<file path="src/rtl/la_pkg.sv">
// Shared logic-analyser capture definitions: buffer geometry defaults, capture state
// encoding and the decimation mask helper used by capture_seq and decim_tick.
package la_pkg;

   localparam int LA_ENTRIES = 384;
   localparam int LA_LOG2    = 9;
   localparam int LA_DEC_W   = 15;

   typedef enum logic [1:0] {
      CAP_IDLE = 2'd0,
      CAP_PRE  = 2'd1,
      CAP_POST = 2'd2,
      CAP_DONE = 2'd3
   } cap_state_e;

   // Low 'decimator' bits set; a sample is taken when all of them are set in dec_cnt.
   function automatic logic [LA_DEC_W-1:0] dec_mask(input logic [3:0] decimator);
      return (LA_DEC_W'(1) << decimator) - LA_DEC_W'(1);
   endfunction

endpackage

</file>
<file path="src/rtl/decim_tick.sv">
// Decimation strobe: free-running counter with a synchronous clear, tick once every
// 2^decimator clocks. Only built when CAP_DECIM_EN is defined.
`ifdef CAP_DECIM_EN
module decim_tick
   import la_pkg::*;
(
   input  logic       clk,
   input  logic       rst,
   input  logic       clr,
   input  logic [3:0] decimator,
   output logic       tick
);

   logic [LA_DEC_W-1:0] dec_cnt_q;
   logic [LA_DEC_W-1:0] dec_cnt_d;
   logic [LA_DEC_W-1:0] mask;

   always_comb begin
      mask      = dec_mask(decimator);
      dec_cnt_d = clr ? '0 : dec_cnt_q + LA_DEC_W'(1);
   end

   always_ff @(posedge clk) begin
      if (rst) begin
         dec_cnt_q <= '0;
      end else begin
         dec_cnt_q <= dec_cnt_d;
      end
   end

   // A new decimator value applies on the very next compare; the count never restarts.
   assign tick = ((dec_cnt_q & mask) == mask);

endmodule
`endif

</file>
<file path="src/rtl/capture_seq.sv">
// Capture sequencer for the channel RAMs: decimated write strobe, circular write pointer,
// arming and post-trigger accounting. Define CAP_DECIM_EN to enable sample decimation.
module capture_seq
   import la_pkg::*;
#(
   parameter int ENTRIES = LA_ENTRIES,
   parameter int LOG2    = LA_LOG2
) (
   input  logic            clk,
   input  logic            rst,
   input  logic            cfg_capture_done,
   input  logic [3:0]      decimator,
   input  logic [LOG2-1:0] trig_pos,
   input  logic            triggered,
   output logic            we,
   output logic [LOG2-1:0] waddr,
   output logic [LOG2-1:0] ram_addr,
   output logic            armed,
   output logic            set_capture_done,
   output cap_state_e      state_dbg
);

   localparam int              CW        = LOG2 + 1;
   localparam logic [CW-1:0]   ENTRIES_C = CW'(ENTRIES);
   localparam logic [LOG2-1:0] LAST_ADDR = LOG2'(ENTRIES - 1);

   cap_state_e      state_q, state_d;
   logic [LOG2-1:0] waddr_q, waddr_d;
   logic [LOG2-1:0] ram_addr_q, ram_addr_d;
   logic [CW-1:0]   smpl_cnt_q, smpl_cnt_d;
   logic [CW-1:0]   post_cnt_q, post_cnt_d;
   logic            armed_q, armed_d;
   logic            set_capture_done_q, set_capture_done_d;

   logic            tick;
   logic            start;
   logic            we_c;
   logic            arm_now;
   logic [LOG2-1:0] waddr_next;
   logic [CW-1:0]   trig_pos_eff;

`ifdef CAP_DECIM_EN
   decim_tick u_decim_tick (
      .clk       (clk),
      .rst       (rst),
      .clr       (start),
      .decimator (decimator),
      .tick      (tick)
   );
`else
   logic unused_decim;
   assign unused_decim = ^{decimator, start};
   assign tick         = 1'b1;
`endif

   // Post-trigger length beyond the buffer depth is clamped to a full buffer minus one.
   assign trig_pos_eff = (CW'(trig_pos) >= ENTRIES_C) ? CW'(LAST_ADDR) : CW'(trig_pos);
   assign waddr_next   = (waddr_q == LAST_ADDR) ? '0 : waddr_q + LOG2'(1);

   always_comb begin
      state_d            = state_q;
      waddr_d            = waddr_q;
      ram_addr_d         = ram_addr_q;
      smpl_cnt_d         = smpl_cnt_q;
      post_cnt_d         = post_cnt_q;
      armed_d            = armed_q;
      set_capture_done_d = 1'b0;
      we_c               = 1'b0;
      start              = 1'b0;
      arm_now            = 1'b0;

      case (state_q)
         CAP_IDLE: begin
            if (!cfg_capture_done) begin
               smpl_cnt_d = '0;
               post_cnt_d = '0;
               armed_d    = 1'b0;
               start      = 1'b1;
               state_d    = CAP_PRE;
            end
         end

         CAP_PRE: begin
            if (cfg_capture_done) begin
               armed_d = 1'b0;
               state_d = CAP_IDLE;
            end else begin
               if (tick) begin
                  we_c       = 1'b1;
                  waddr_d    = waddr_next;
                  ram_addr_d = waddr_q;
                  if (smpl_cnt_q < ENTRIES_C) begin
                     smpl_cnt_d = smpl_cnt_q + CW'(1);
                  end
               end
               // Arming counts the sample written this clock, so a held trigger is taken
               // on the same edge that raises armed.
               arm_now = armed_q | ((smpl_cnt_d + trig_pos_eff) >= ENTRIES_C);
               armed_d = arm_now;
               if (arm_now && triggered) begin
                  state_d = CAP_POST;
               end
            end
         end

         CAP_POST: begin
            if (cfg_capture_done) begin
               armed_d = 1'b0;
               state_d = CAP_IDLE;
            end else begin
               if (tick && (post_cnt_q < trig_pos_eff)) begin
                  we_c       = 1'b1;
                  waddr_d    = waddr_next;
                  ram_addr_d = waddr_q;
                  post_cnt_d = post_cnt_q + CW'(1);
               end
               if (post_cnt_d >= trig_pos_eff) begin
                  set_capture_done_d = 1'b1;
                  armed_d            = 1'b0;
                  state_d            = CAP_DONE;
               end
            end
         end

         CAP_DONE: begin
            if (cfg_capture_done) begin
               state_d = CAP_IDLE;
            end
         end

         default: begin
            state_d = CAP_IDLE;
         end
      endcase
   end

   always_ff @(posedge clk) begin
      if (rst) begin
         state_q            <= CAP_IDLE;
         waddr_q            <= '0;
         ram_addr_q         <= '0;
         smpl_cnt_q         <= '0;
         post_cnt_q         <= '0;
         armed_q            <= 1'b0;
         set_capture_done_q <= 1'b0;
      end else begin
         state_q            <= state_d;
         waddr_q            <= waddr_d;
         ram_addr_q         <= ram_addr_d;
         smpl_cnt_q         <= smpl_cnt_d;
         post_cnt_q         <= post_cnt_d;
         armed_q            <= armed_d;
         set_capture_done_q <= set_capture_done_d;
      end
   end

   assign we               = we_c & ~rst;
   assign waddr            = waddr_q;
   assign ram_addr         = ram_addr_q;
   assign armed            = armed_q;
   assign set_capture_done = set_capture_done_q;
   assign state_dbg        = state_q;

endmodule

</file>
<file path="config.mk">
export PLATFORM = sky130hd
export DESIGN_NAME = capture_seq
export DESIGN_NICKNAME = d
export VERILOG_FILES = /design/src/rtl/la_pkg.sv /design/src/rtl/decim_tick.sv /design/src/rtl/capture_seq.sv
export SDC_FILE = /design/constraint.sdc
export NUM_CORES = 1
export LEC_CHECK = 0
export ABC_AREA = 1
export CAP_MARGIN = 20
export CORE_MARGIN = 1.5
export CORE_UTILIZATION = 55
export CTS_CLUSTER_SIZE = 24
export DETAILED_ROUTE_END_ITERATION = 8
export GPL_ROUTABILITY_DRIVEN = 0
export PLACE_DENSITY = 0.84
export SLEW_MARGIN = 10
export SYNTH_ARGS = -nofsm -noshare
export SYNTH_HDL_FRONTEND = slang
export SYNTH_HIERARCHICAL = 1
export SYNTH_SLANG_ARGS = --single-unit
export TNS_END_PERCENT = 30
</file>
<file path="constraint.sdc">
create_clock -name clk -period 5.3 [get_ports clk]
set_input_delay 1.06 -clock clk [delete_from_list [all_inputs] [get_ports clk]]
set_output_delay 1.06 -clock clk [all_outputs]
set_load 0.05 [all_outputs]
</file>
==> out/metrics.yaml <==
postCtsSetupRepairBufs: 0
row_count: 26
synth_mux_area_share_pct: 0
met3_length_um: 254
antenna_found_initial: 0
chipWidth_um: 76.6
synth.cell_area_mm2: 0.00298
finClkSkew_ps: 9.47
p_leak_uw: 0.00163
setup_violations: 0
numCtsBuffers: 5
grt_pass1_vias: 2629
finalWorstSetupSlack_ps: 659
drt-initial-drc-count: 159
clockBufferDepth: 2
ys_seq_elements: 42
synth_edf_count: 0
p_switching_uw: 486
yosys-top-cells-area: "dfxtp_1 (28%), nand2_1 (14%), ha_1 (13%)"
viasPerCell: 5.19
routed.top_layer: "met4"
wl_met2_mm: 3.14
fp.coreArea_mm2: 0.00517
multiInputGateArea_mm2: 0.00184
final_nets: 530
clock_latency_ps: 310
outcome: "completed"
switching_share_pct: 42.8
end_kind: "flop"
path_delay_family: "simple AND/OR/NAND/NOR gates"
slew_viol_final: 0
hold_class: "reg -> reg"
ys_dominant_reg_cell: "dfxtp_1"
crit_fanout: 9
cts_htree_levels: 2
cp_common_cell: "nand2_1"
avgSynthCellArea_um2: 6.74
drc: 0
period_share_pct: 87.6
die_h_um: 76.6
yosys.area.top_type: "dfxtp_1"
timing.fmax_mhz: 215
cts_tree: "yes"
synth-compound-area-share_pct: 13.1
gr-usage-all-layers_pct: 23.8
yosysWarnings: 6
irDropWorstVdd_uv: 336
yosys.area_share.simple_pct: 30.4
wire_per_inst_um: 12.3
crit_type: "in -> reg"
yosysMostFrequentCell: "nand2_1"
period_needed_ps: 4640
port_buffers: 35
slew_headroom_pct: 53.5
seqPwrFrac_pct: 34.0
syn_nets: 491
cts_hold_buf: 0
rr_startpoint: "post_cnt_q[7]$_SDFFE_PP0P_"
io_pins: 40
crit_path_start_kind: "input port"
worst_pin_slew_ps: 693
syn_inst: 442
power_density_mw_per_mm2: 322
pre_cts_ws_ps: 367
grt_overflow: 0
ctsResizeCount: 0
cts_sinks: 42
seq_area_frac_synth_pct: 28.2
vias: 2867
ant_nets: 0
synth_cell_types: 34
synthAdderAreaFrac_pct: 13.7
synth_xor_area_share_pct: 4.70
wl_met1_mm: 3.25
fill_cells: 423
crit_buf_inv: 7
cts_root_buf: "clkbuf_8"
startpoint: "trig_pos[8]"
seq_area_um2: 841
insertedDiodeCount: 0
finalSetupTns_ps: 0
clkTransAtPathRegs_ps: 80
rsz0062_at_grt: "false"
area_growth_syn_to_layout_pct: 18.6
pwr-share-clk_pct: 23.3
max_stage_delay_ps: 570
drt_first_pass_iters: 4
hp-start: "smpl_cnt_q[9]$_SDFFE_PP0P_"
crit_path_top_delay_cell: "clkdlybuf4s50_1"
combPwrFrac_pct: 42.7
grt_pass1_wl_mm: 11.4
drt_wl_total_mm: 6.77
dp.final_hpwl_mm: 5.05
synthTopCellsByCount: "nand2_1 (108), inv_1 (64), dfxtp_1 (42)"
finalHoldViolations: 0
cp.required_ps: 5500
start_util_pct: 57.6
power.internal_uw: 651
die_area_mm2: 0.00587
critPathArrivalTime_ps: 4850
synth_top_family_by_area: "simple AND/OR/NAND/NOR gates"
async_flop_share_pct: 0
drv_cap: 0
drive_gt1_share_pct: 7.47
synth_top_area_share_pct: 28.2
grt_max_degree: 28
-- cell families after synthesis --
group                    after synthesis
AO/OA/AOI/OAI                         71
XOR/XNOR                              16
adder cells (fa/ha/maj)               32
buffers and inverters                 78
flip-flops                            42
AND/OR/NAND/NOR                      203
-- power groups by stage --
stage | registers, uW | clock network (uW) | logic (uW)
6_report | 387 | 265 | 485
5_1_grt | 393 | 277 | 533
4_1_cts | 388 | 267 | 485
3_5_place_dp | 394 | 0 | 482
3_3_place_gp | 393 | 0 | 471
2_1_floorplan | 511 | 0 | 223
-- cell usage in the layout (no fill, tap or decap), types with 2 or more instances in the layout --
cell type and count:
clkbuf_8 5, nand2_2 3, xnor2_1 3, buf_4 6, nand2_4 4, clkdlybuf4s50_1 34
o21ai_1 2, or2_2 3, nand4_1 4, nand2_1 108, o21ai_0 18, nand3_2 3
nor2_1 36, nor3b_1 2, inv_1 64, a21oi_1 39, dfxtp_1 42, inv_2 5
xor2_1 13, nand3_1 27, a31oi_1 3, ha_1 31, clkinvlp_4 2, o21bai_1 4
nor3_1 8
-- state kept, by name, indices dropped and copies added, names as in the netlist --
signal            count
post_cnt_q           10
smpl_cnt_q           10
ram_addr              9
waddr                 9
state_dbg             2
armed                 1
set_capture_done      1
-- layout make-up --
cell class              count  area share, %
multi-input cells         322           52.2
flip-flops and latches     42           23.8
repair buffers             41           11.0
inverters                  69           7.32
well taps                  70           2.48
clock buffers               5           1.95
clock inverters             3           1.27
-- worst reg2reg max path: stages (launching register included) --
cell and delay (ps):
dfxtp_1 350, ha_1 310, nand2_1 60, nor3_1 270
nand2_1 90, nor2_1 90, nand3_1 70, nand2_1 70
inv_2 50, nand2_4 130, nor3_2 80, xor2_1 130
inv_1 90, ha_1 290, nand2_1 70, inv_1 40
o21ai_0 70, nand3_1 110, o2111ai_1 190, inv_1 50
nand2_1 60, nand2_1 60, nand2_1 90, nand3_1 130
nand3_1 150, nand2_1 60, inv_1 50, nor2_1 40
-- per-stage QoR --
step | util [%] | cells | power (uW) | hold WS (ps) | area (um^2)
6_report | 68.4 | 552 | 1140 | 457 | 3540
5_1_grt | 68.4 | 552 | 1200 | 512 | 3540
4_1_cts | 68.4 | 552 | 1140 | 464 | 3540
3_5_place_dp | 66.2 | 544 | 876 | 449 | 3420
3_3_place_gp | 66.1 | 543 | 863 | 444 | 3420
2_1_floorplan | - | 442 | 735 | 428 | 2980
-- metal layers --
layer,GRT usage (%),up-vias
met5,0,-
met4,9.44,0
met3,3.71,11
met2,40.4,61
met1,30.1,1308
li1,-,1487
-- final timing paths --
kind                                      to  slack, ps  depth (start not counted)
hold reg to reg   smpl_cnt_q[9]$_SDFFE_PP0P_        460                          2
hold / removal    smpl_cnt_q[9]$_SDFFE_PP0P_        460                          2
setup reg to reg   state_dbg[1]$_SDFFE_PP0P_       1940                         27
setup / recovery   state_dbg[1]$_SDFFE_PP0P_        660                         31
No activity file was read; power rests on OpenSTA's default activity.
